## src/rtl/emc_slave.sv

```systemverilog
// emc_slave: bridges the asynchronous EMC static-memory bus into single-clock
// register read/write strobes on the FPGA_CLK domain. Strobes are synchronized,
// address/data are pipelined to stay aligned with them, and each bus cycle
// produces exactly one reg_we_o or reg_re_o pulse.
module emc_slave #(
  parameter int AW          = 7,
  parameter int SYNC_STAGES = 2
) (
  input  logic          clk_i,
  input  logic          rst_n_i,
  input  logic [AW-1:0] A,
  input  logic [15:0]   D_i,
  output logic [15:0]   D_o,
  output logic          D_oe,
  input  logic          WEN,
  input  logic          OEN,
  input  logic          CSN,
  output logic [AW-1:0] reg_adr_o,
  output logic [15:0]   reg_dat_o,
  output logic          reg_we_o,
  output logic          reg_re_o,
  input  logic [15:0]   reg_dat_i,
  output logic          err_o
);

  typedef enum logic [1:0] {
    IDLE    = 2'd0,
    RD_REQ  = 2'd1,
    RD_HOLD = 2'd2
  } state_e;

  // Synchronizer chains (index 0 samples the pin) and edge-detect flops.
  logic [SYNC_STAGES-1:0] csn_sync_q, wen_sync_q, oen_sync_q;
  logic                   wen_p_q, oen_p_q;
  // Address/data pipeline of the same depth, plus one stage matching the edge flops.
  logic [AW-1:0]          a_pipe_q [SYNC_STAGES];
  logic [15:0]            d_pipe_q [SYNC_STAGES];
  logic [AW-1:0]          a_prev_q;
  logic [15:0]            d_prev_q;
  // Fills with ones after reset; edges count only once the edge flops hold real samples.
  logic [SYNC_STAGES:0]   vld_q;

  state_e        state_q;
  logic          rd_pend_q;
  logic [AW-1:0] rd_adr_q;
  logic [AW-1:0] reg_adr_q;
  logic [15:0]   reg_dat_q;
  logic          reg_we_q, reg_re_q;
  logic [15:0]   d_o_q;
  logic          d_oe_q;
  logic          err_q;

  logic          csn_s, wen_s, oen_s;
  logic [AW-1:0] a_s;
  logic          hist_ok, wen_rise, oen_fall, commit, rd_start;

  assign csn_s    = csn_sync_q[SYNC_STAGES-1];
  assign wen_s    = wen_sync_q[SYNC_STAGES-1];
  assign oen_s    = oen_sync_q[SYNC_STAGES-1];
  assign a_s      = a_pipe_q[SYNC_STAGES-1];
  assign hist_ok  = vld_q[SYNC_STAGES];
  assign wen_rise = hist_ok & wen_s & ~wen_p_q;
  assign oen_fall = hist_ok & ~oen_s & oen_p_q;
  assign commit   = wen_rise & ~csn_s;
  assign rd_start = oen_fall & ~csn_s;

  // Synchronize bus strobes and pipeline address/data alongside them.
  always_ff @(posedge clk_i) begin
    // NOTE: the small A/D pipeline arrays are reset explicitly so the first
    // post-reset sample compares against a defined idle bus, not X.
    if (!rst_n_i) begin
      csn_sync_q <= '1;
      wen_sync_q <= '1;
      oen_sync_q <= '1;
      wen_p_q    <= 1'b1;
      oen_p_q    <= 1'b1;
      vld_q      <= '0;
      for (int i = 0; i < SYNC_STAGES; i++) begin
        a_pipe_q[i] <= '0;
        d_pipe_q[i] <= '0;
      end
      a_prev_q   <= '0;
      d_prev_q   <= '0;
    end else begin
      csn_sync_q <= {csn_sync_q[SYNC_STAGES-2:0], CSN};
      wen_sync_q <= {wen_sync_q[SYNC_STAGES-2:0], WEN};
      oen_sync_q <= {oen_sync_q[SYNC_STAGES-2:0], OEN};
      wen_p_q    <= wen_s;
      oen_p_q    <= oen_s;
      vld_q      <= {vld_q[SYNC_STAGES-1:0], 1'b1};
      a_pipe_q[0] <= A;
      d_pipe_q[0] <= D_i;
      for (int i = 1; i < SYNC_STAGES; i++) begin
        a_pipe_q[i] <= a_pipe_q[i-1];
        d_pipe_q[i] <= d_pipe_q[i-1];
      end
      a_prev_q   <= a_s;
      d_prev_q   <= d_pipe_q[SYNC_STAGES-1];
    end
  end

  // Strobe generation, read FSM and sticky error flag, all outputs registered.
  always_ff @(posedge clk_i) begin
    // NOTE: non-blocking assignments only; later assignments in this block
    // intentionally override earlier ones within the same clock.
    if (!rst_n_i) begin
      state_q   <= IDLE;
      rd_pend_q <= 1'b0;
      rd_adr_q  <= '0;
      reg_adr_q <= '0;
      reg_dat_q <= '0;
      reg_we_q  <= 1'b0;
      reg_re_q  <= 1'b0;
      d_o_q     <= '0;
      d_oe_q    <= 1'b0;
      err_q     <= 1'b0;
    end else begin
      reg_we_q <= commit;
      reg_re_q <= 1'b0;
      // Write data is the last aligned sample taken while WEN was still low.
      if (commit) begin
        reg_adr_q <= a_prev_q;
        reg_dat_q <= d_prev_q;
      end
      if (!csn_s && !wen_s && !oen_s) err_q <= 1'b1;
      if (commit && state_q != IDLE)  err_q <= 1'b1;

      case (state_q)
        IDLE: begin
          // A write strobe owns reg_adr_o this clock; the read waits one more.
          if (rd_pend_q && !commit) begin
            state_q   <= RD_REQ;
            reg_re_q  <= 1'b1;
            reg_adr_q <= rd_adr_q;
            rd_pend_q <= 1'b0;
          end
        end
        RD_REQ: begin
          state_q <= RD_HOLD;
          d_o_q   <= reg_dat_i;
          d_oe_q  <= 1'b1;
        end
        RD_HOLD: begin
          if (oen_s || csn_s) begin
            state_q <= IDLE;
            d_oe_q  <= 1'b0;
          end
        end
        default: state_q <= IDLE;
      endcase

      if (rd_start && state_q == IDLE) begin
        rd_pend_q <= 1'b1;
        rd_adr_q  <= a_s;
      end
    end
  end

  assign D_o       = d_o_q;
  assign D_oe      = d_oe_q;
  assign reg_adr_o = reg_adr_q;
  assign reg_dat_o = reg_dat_q;
  assign reg_we_o  = reg_we_q;
  assign reg_re_o  = reg_re_q;
  assign err_o     = err_q;

endmodule

```

## config.mk

```make
export PLATFORM = sky130hd
export DESIGN_NAME = emc_slave
export DESIGN_NICKNAME = d
export VERILOG_FILES = /design/src/rtl/emc_slave.sv
export SDC_FILE = /design/constraint.sdc
export NUM_CORES = 1
export LEC_CHECK = 0
export BUFFER_PORTS_ARGS = -buffer_cell sky130_fd_sc_hd__buf_2
export CORE_MARGIN = 2
export CORE_UTILIZATION = 53
export CTS_CLUSTER_DIAMETER = 40
export DETAILED_ROUTE_END_ITERATION = 10
export PLACE_DENSITY = 0.79
export SYNTH_ARGS = -nofsm -noshare
export SYNTH_HDL_FRONTEND = slang
export SYNTH_SLANG_ARGS = --single-unit
```

## constraint.sdc

```tcl
create_clock -name clk_i -period 1.7 [get_ports clk_i]
set_input_delay 0.34 -clock clk_i [delete_from_list [all_inputs] [get_ports clk_i]]
set_output_delay 0.34 -clock clk_i [all_outputs]
set_load 0.005 [all_outputs]
```

---- Word level (Yosys, flattened, before mapping) ----
Memory sizes are Yosys's and may differ from the RTL's. A register that Yosys moved wholly into a read port is not among the register bits.
Cells that the tools add are included.
cells by class
  equal/unequal tests ..................... 4
  muxes and demuxes ....................... 21
  bitwise operators ....................... 13
  reductions and logical operators ........ 21
operator list
  kind                                                              number
  7-bit 2-to-1 mux                                                  5
  16-bit 2-to-1 mux                                                 2
  1-bit 2-to-1 mux                                                  10
  2-bit nonzero test                                                5
  2-bit AND reduction                                               4
  1-bit AND                                                         6
  2-bit case mux with 3 select lines                                1
  1-bit logical AND                                                 5
  1-bit logical NOT                                                 5
  2-bit 2-to-1 mux                                                  2
  2-bit != test (second input constant)                             2
  1-bit bitwise OR                                                  4
  1-bit NOT                                                         3
  2-bit by 1-bit == test with 1-bit output (second input constant)  1
  2-bit == test (second input constant)                             1
  2-bit logical NOT                                                 1
  1-bit case mux with 2 select lines                                1
  1-bit logical OR                                                  1
storage, ports and cells
  flip-flop bits (word level) ............. 71
  RAM bits ................................ 46
  input bits .............................. 44
  output and inout bits ................... 43
  word-level logic and storage cells ...... 79
  memories kept ........................... 2
memory list
  memory    words  bits a word  rd ports  clocked after Yosys merged registers in  write ports  line  RTL
  d_pipe_q  2      16           2         1                                        2            37    logic [15:0] d_pipe_q [SYNC_STAGES];
  a_pipe_q  2      7            2         0                                        2            36    logic [AW-1:0] a_pipe_q [SYNC_STAGES];

---- Logic depth before layout (Yosys ltp) ----
  depth after elaboration ................. 8
  depth in mapped cells ................... 6
  depth with buffers taken out ............ 3

---- Worst setup path after synthesis ----
Ideal clock, no wire load.
  kind .................................... register -> register
  start point ............................. register state_q[1]
  end point ............................... register reg_adr_q[0] (netlist: reg_adr_o[0])
  setup time .............................. 0.139 ns
  arrival ................................. 1.094 ns
  required time ........................... 1.561 ns
  slack ................................... 0.467 ns
  stages on the path, launching flop included .. 6
  path buffers ............................ 2
  period minus slack after synthesis ...... 1.233 ns
  cell sequence ........................... dfxtp_1 buf_2 or3b_1 clkbuf_1 nor3_1 a311oi_1
between the ends
  longest elaborated chain between the ends .. 2
RTL lines
  item                    line  RTL
  start, declared         43    state_e state_q;
  start signal, assigned  107   state_q <= IDLE;
  start signal, assigned  132   state_q <= RD_REQ;
  start signal, assigned  139   state_q <= RD_HOLD;
  2-bit logical NOT       128   case (state_q)
  7-bit 2-to-1 mux        128
  end signal, assigned    122   reg_adr_q <= a_prev_q;
  end signal, assigned    134   reg_adr_q <= rd_adr_q;
  end, declared           46    logic [AW-1:0] reg_adr_q;
Every way passes these cells.
A chain may end at the register's enable or synchronous reset.

---- Worst setup path in the final report ----
  start point ............................. register csn_sync_q[1]
  end point ............................... register reg_dat_q[3] (netlist: reg_dat_o[3])
between the ends
  longest elaborated chain between the ends .. 2
RTL lines
  item                    line  RTL
  start, declared         33    logic [SYNC_STAGES-1:0] csn_sync_q, wen_sync_q, oen_sync_q;
  start signal, assigned  85    csn_sync_q <= {csn_sync_q[SYNC_STAGES-2:0], CSN};
  1-bit NOT               64    assign commit = wen_rise & ~csn_s;
  1-bit AND               64
  end signal, assigned    123   reg_dat_q <= d_prev_q;
  end, declared           47    logic [15:0] reg_dat_q;
Every way passes these cells.

==> impl_metrics.ini <==
[status]
status = complete, no violations

[pwr]
leakage_nw = 2.20
p_per_area_nw_per_um2 = 1320
p_total_mw = 6.89
vdd_ir_drop_max_uv = 846

[logic_synthesis]
synth_largest_area_cell = dfxtp_1
postSynthCellCount = 412
synth_top_area_share_pct = 64.8
synth-seq-cells = 133
syn-num-nets = 456
ys_warn_count = 0
seq_area_frac_synth_pct = 64.8
synth_cell_types = 24
syn_avg_cell_area_um2 = 9.97
synth.area.top_cells = dfxtp_1, and2_1, nand2_1
synth.cell_area_um2 = 4110

[placement]
place_inst = 579
port_buffers = 86
gp_routability_congestion = 0.804
hpwl_um = 4660

[routing]
drtAntennaViolNets = 0
drt_first_iter_violations = 154
remaining_drc_errors = 0
via_count = 2902
avgRoutedWirePerCell_um = 12.2
avgViaCountPerCell = 4.73
dr.pass1.iters = 5
routed_wl_um = 7490

[grt]
grt_overflow_total = 0
antenna_found_initial = 0
grt_max_degree = 53
grt_pass1_vias = 2751
grt_pass1_wl_um = 12400
grt_usage_pct = 18.5

[worst_setup_path]
critPathLaunchType = register
cpMaxStageDelayCell = and4bb_2
crit_path_max_fanout = 21
crit_type = reg2reg
critPathCaptureType = register
slowest_delay_ns = 0.57
cp.required_ns = 2.14
cp_cell_sequence = and4bb_2 -> buf_4 -> nand2_1 -> a21oi_1
critPathArrivalTime_ns = 1.91

[sta]
slew_headroom_pct = 58.4
setup_tns_ns = 0
tightestPinTransition_ns = 0.622
finalSetupViolCount = 0
holdWs_ns = 0.0280
fin_crit_ns = 1.47
fin_crit_sh_pct = 86.6
fin_skew_ns = 0.00765
rsz0062_at_grt = no
final_max_slew_viol_count = 0
clock.fmax_ghz = 0.680
hold_violations = 0

[cts]
cts_made_buffers = 17
cts_sinks = 133
clk_latency_ns = 0.51
tritoncts = built
clockRootBuffer = clkbuf_8
post_cts_buffers = 0
max-clock-path-buffers = 2
clk_pin_slew_worst_paths_ns = 0.06
h-tree-depth = 4

[final_layout]
ff_latch_area_um2 = 2660
fillers = 580
synthToLayoutAreaGrowth_pct = 27.2
final_cells = 614
drive_gt1_share_pct = 24.8
antennaDiodeCount = 0
final_util_pct = 68.7
layout.nets = 543
multi_input_area_um2 = 1310

[floorplan]
pin_count = 87
start_util_pct = 54.0
die-area_um2 = 8470
row_count = 32
dieWidth_um = 92.0
die_h_um = 92.0
core-area_um2 = 7610

[worst_hold_path]
holdCritPathClass = in2reg

[job]
max-cap-violations = 0
[repair_timing]
item                      CTS  global route
hold endpoints to repair    3             0
hold buffers                3             0
gates resized for setup     0             0
[worst max-delay path: cells and delay by family, from the launching register on]
kind,cells,cell delay (ns)
buffers and inverters,1,0.26
and+or+nand+nor,2,0.65
DFF,1,0.33
AOI/OAI and AO/OA,1,0.14
[metal layers]
metal	GRT usage (%)	vias to the layer above	part of all wire [%]
li1	-	1506	-
met1	23.0	1281	45
met2	28.4	100	46
met3	6.74	15	7.1
met4	9.33	0	1.8
met5	0	-	0
[flip-flops by register name, indices dropped and copies added, names as in the netlist]
signal,count
wen_sync_q,2
rd_adr_q,7
err_o,1
reg_we_o,1
wen_p_q,1
reg_adr_o,7
reg_re_o,1
state_q,2
d_prev_q,16
vld_q,3
D_o,16
oen_sync_q,2
d_pipe_q,32
csn_sync_q,2
D_oe,1
rd_pend_q,1
a_pipe_q,14
reg_dat_o,16
a_prev_q,7
oen_p_q,1
[cell usage after synthesis]
library cell / number
o31a_1: 1
nor4bb_1: 1
nor3_1: 8
nand3b_1: 1
a311oi_1: 7
nand2b_1: 9
nor2b_1: 2
and4bb_2: 1
o31ai_1: 1
buf_4: 3
clkinv_1: 1
dfxtp_1: 133
o21ai_0: 8
clkbuf_2: 1
buf_2: 9
and2_1: 71
nand4bb_1: 2
nand3_1: 8
or2_2: 1
clkbuf_1: 15
nor2_1: 7
or3b_1: 1
nand2_1: 79
a21oi_1: 42
[final cells by class]
class	instances	area share, %
Sequential cell	133	51.0
Multi-Input combinational cell	250	25.1
Timing Repair Buffer	96	10.1
Clock buffer	19	8.46
Clock inverter	13	2.87
Tap cell	102	2.44
Inverter	1	0.0719
[through the flow]
stage	setup slack, ns	instance area [um^2]
after floorplan	0.467	4110
after global placement	0.362	4600
after detailed placement	0.274	4600
after CTS	0.239	5220
after global routing	0.143	5220
final	0.228	5220
[worst paths after layout]
kind | start | endpoint | slack (ns) | depth (start not counted)
max | csn_sync_q[1]$_SDFF_PN1_ | reg_dat_o[3]$_SDFFE_PN0P_ | 0.23 | 4
min | D_i[7] | d_pipe_q[0][7]$_SDFF_PN0_ | 0.03 | 2
max reg2reg | csn_sync_q[1]$_SDFF_PN1_ | reg_dat_o[3]$_SDFFE_PN0P_ | 0.23 | 4
min reg2reg | wen_sync_q[0]$_SDFF_PN1_ | wen_sync_q[1]$_SDFF_PN1_ | 0.41 | 1
[report_power, final]
group,switching (mW),total [mW],internal (mW)
Sequential,0.0230,3.22,3.20
Clock,1.33,3.51,2.18
Combinational,0.0720,0.159,0.0874
Total,1.43,6.89,5.46
[layout by cell type (no fill, tap or decap), types with 2 or more instances in the layout]
cell and n:
nand4bb_1 2, bufinv_16 2, clkinvlp_4 2, clkinv_4 7, clkbuf_8 3, buf_2 86, nor2b_1 2, and2_1 71
nand2b_1 9, nand2_1 79, nor3_1 8, a311oi_1 7, o21ai_0 8, buf_4 6, dlygate4sd3_1 3, dfxtp_1 133
clkbuf_16 16, nand3_1 8, nor2_1 7, a21oi_1 42
[cell families after synthesis]
kind of cell	share of synthesized area [%]
and+or+nand+nor	23.9
DFF	64.8
AOI/OAI and AO/OA	7.98
buffers and inverters	3.23
(Power assumes the default switching activity.)
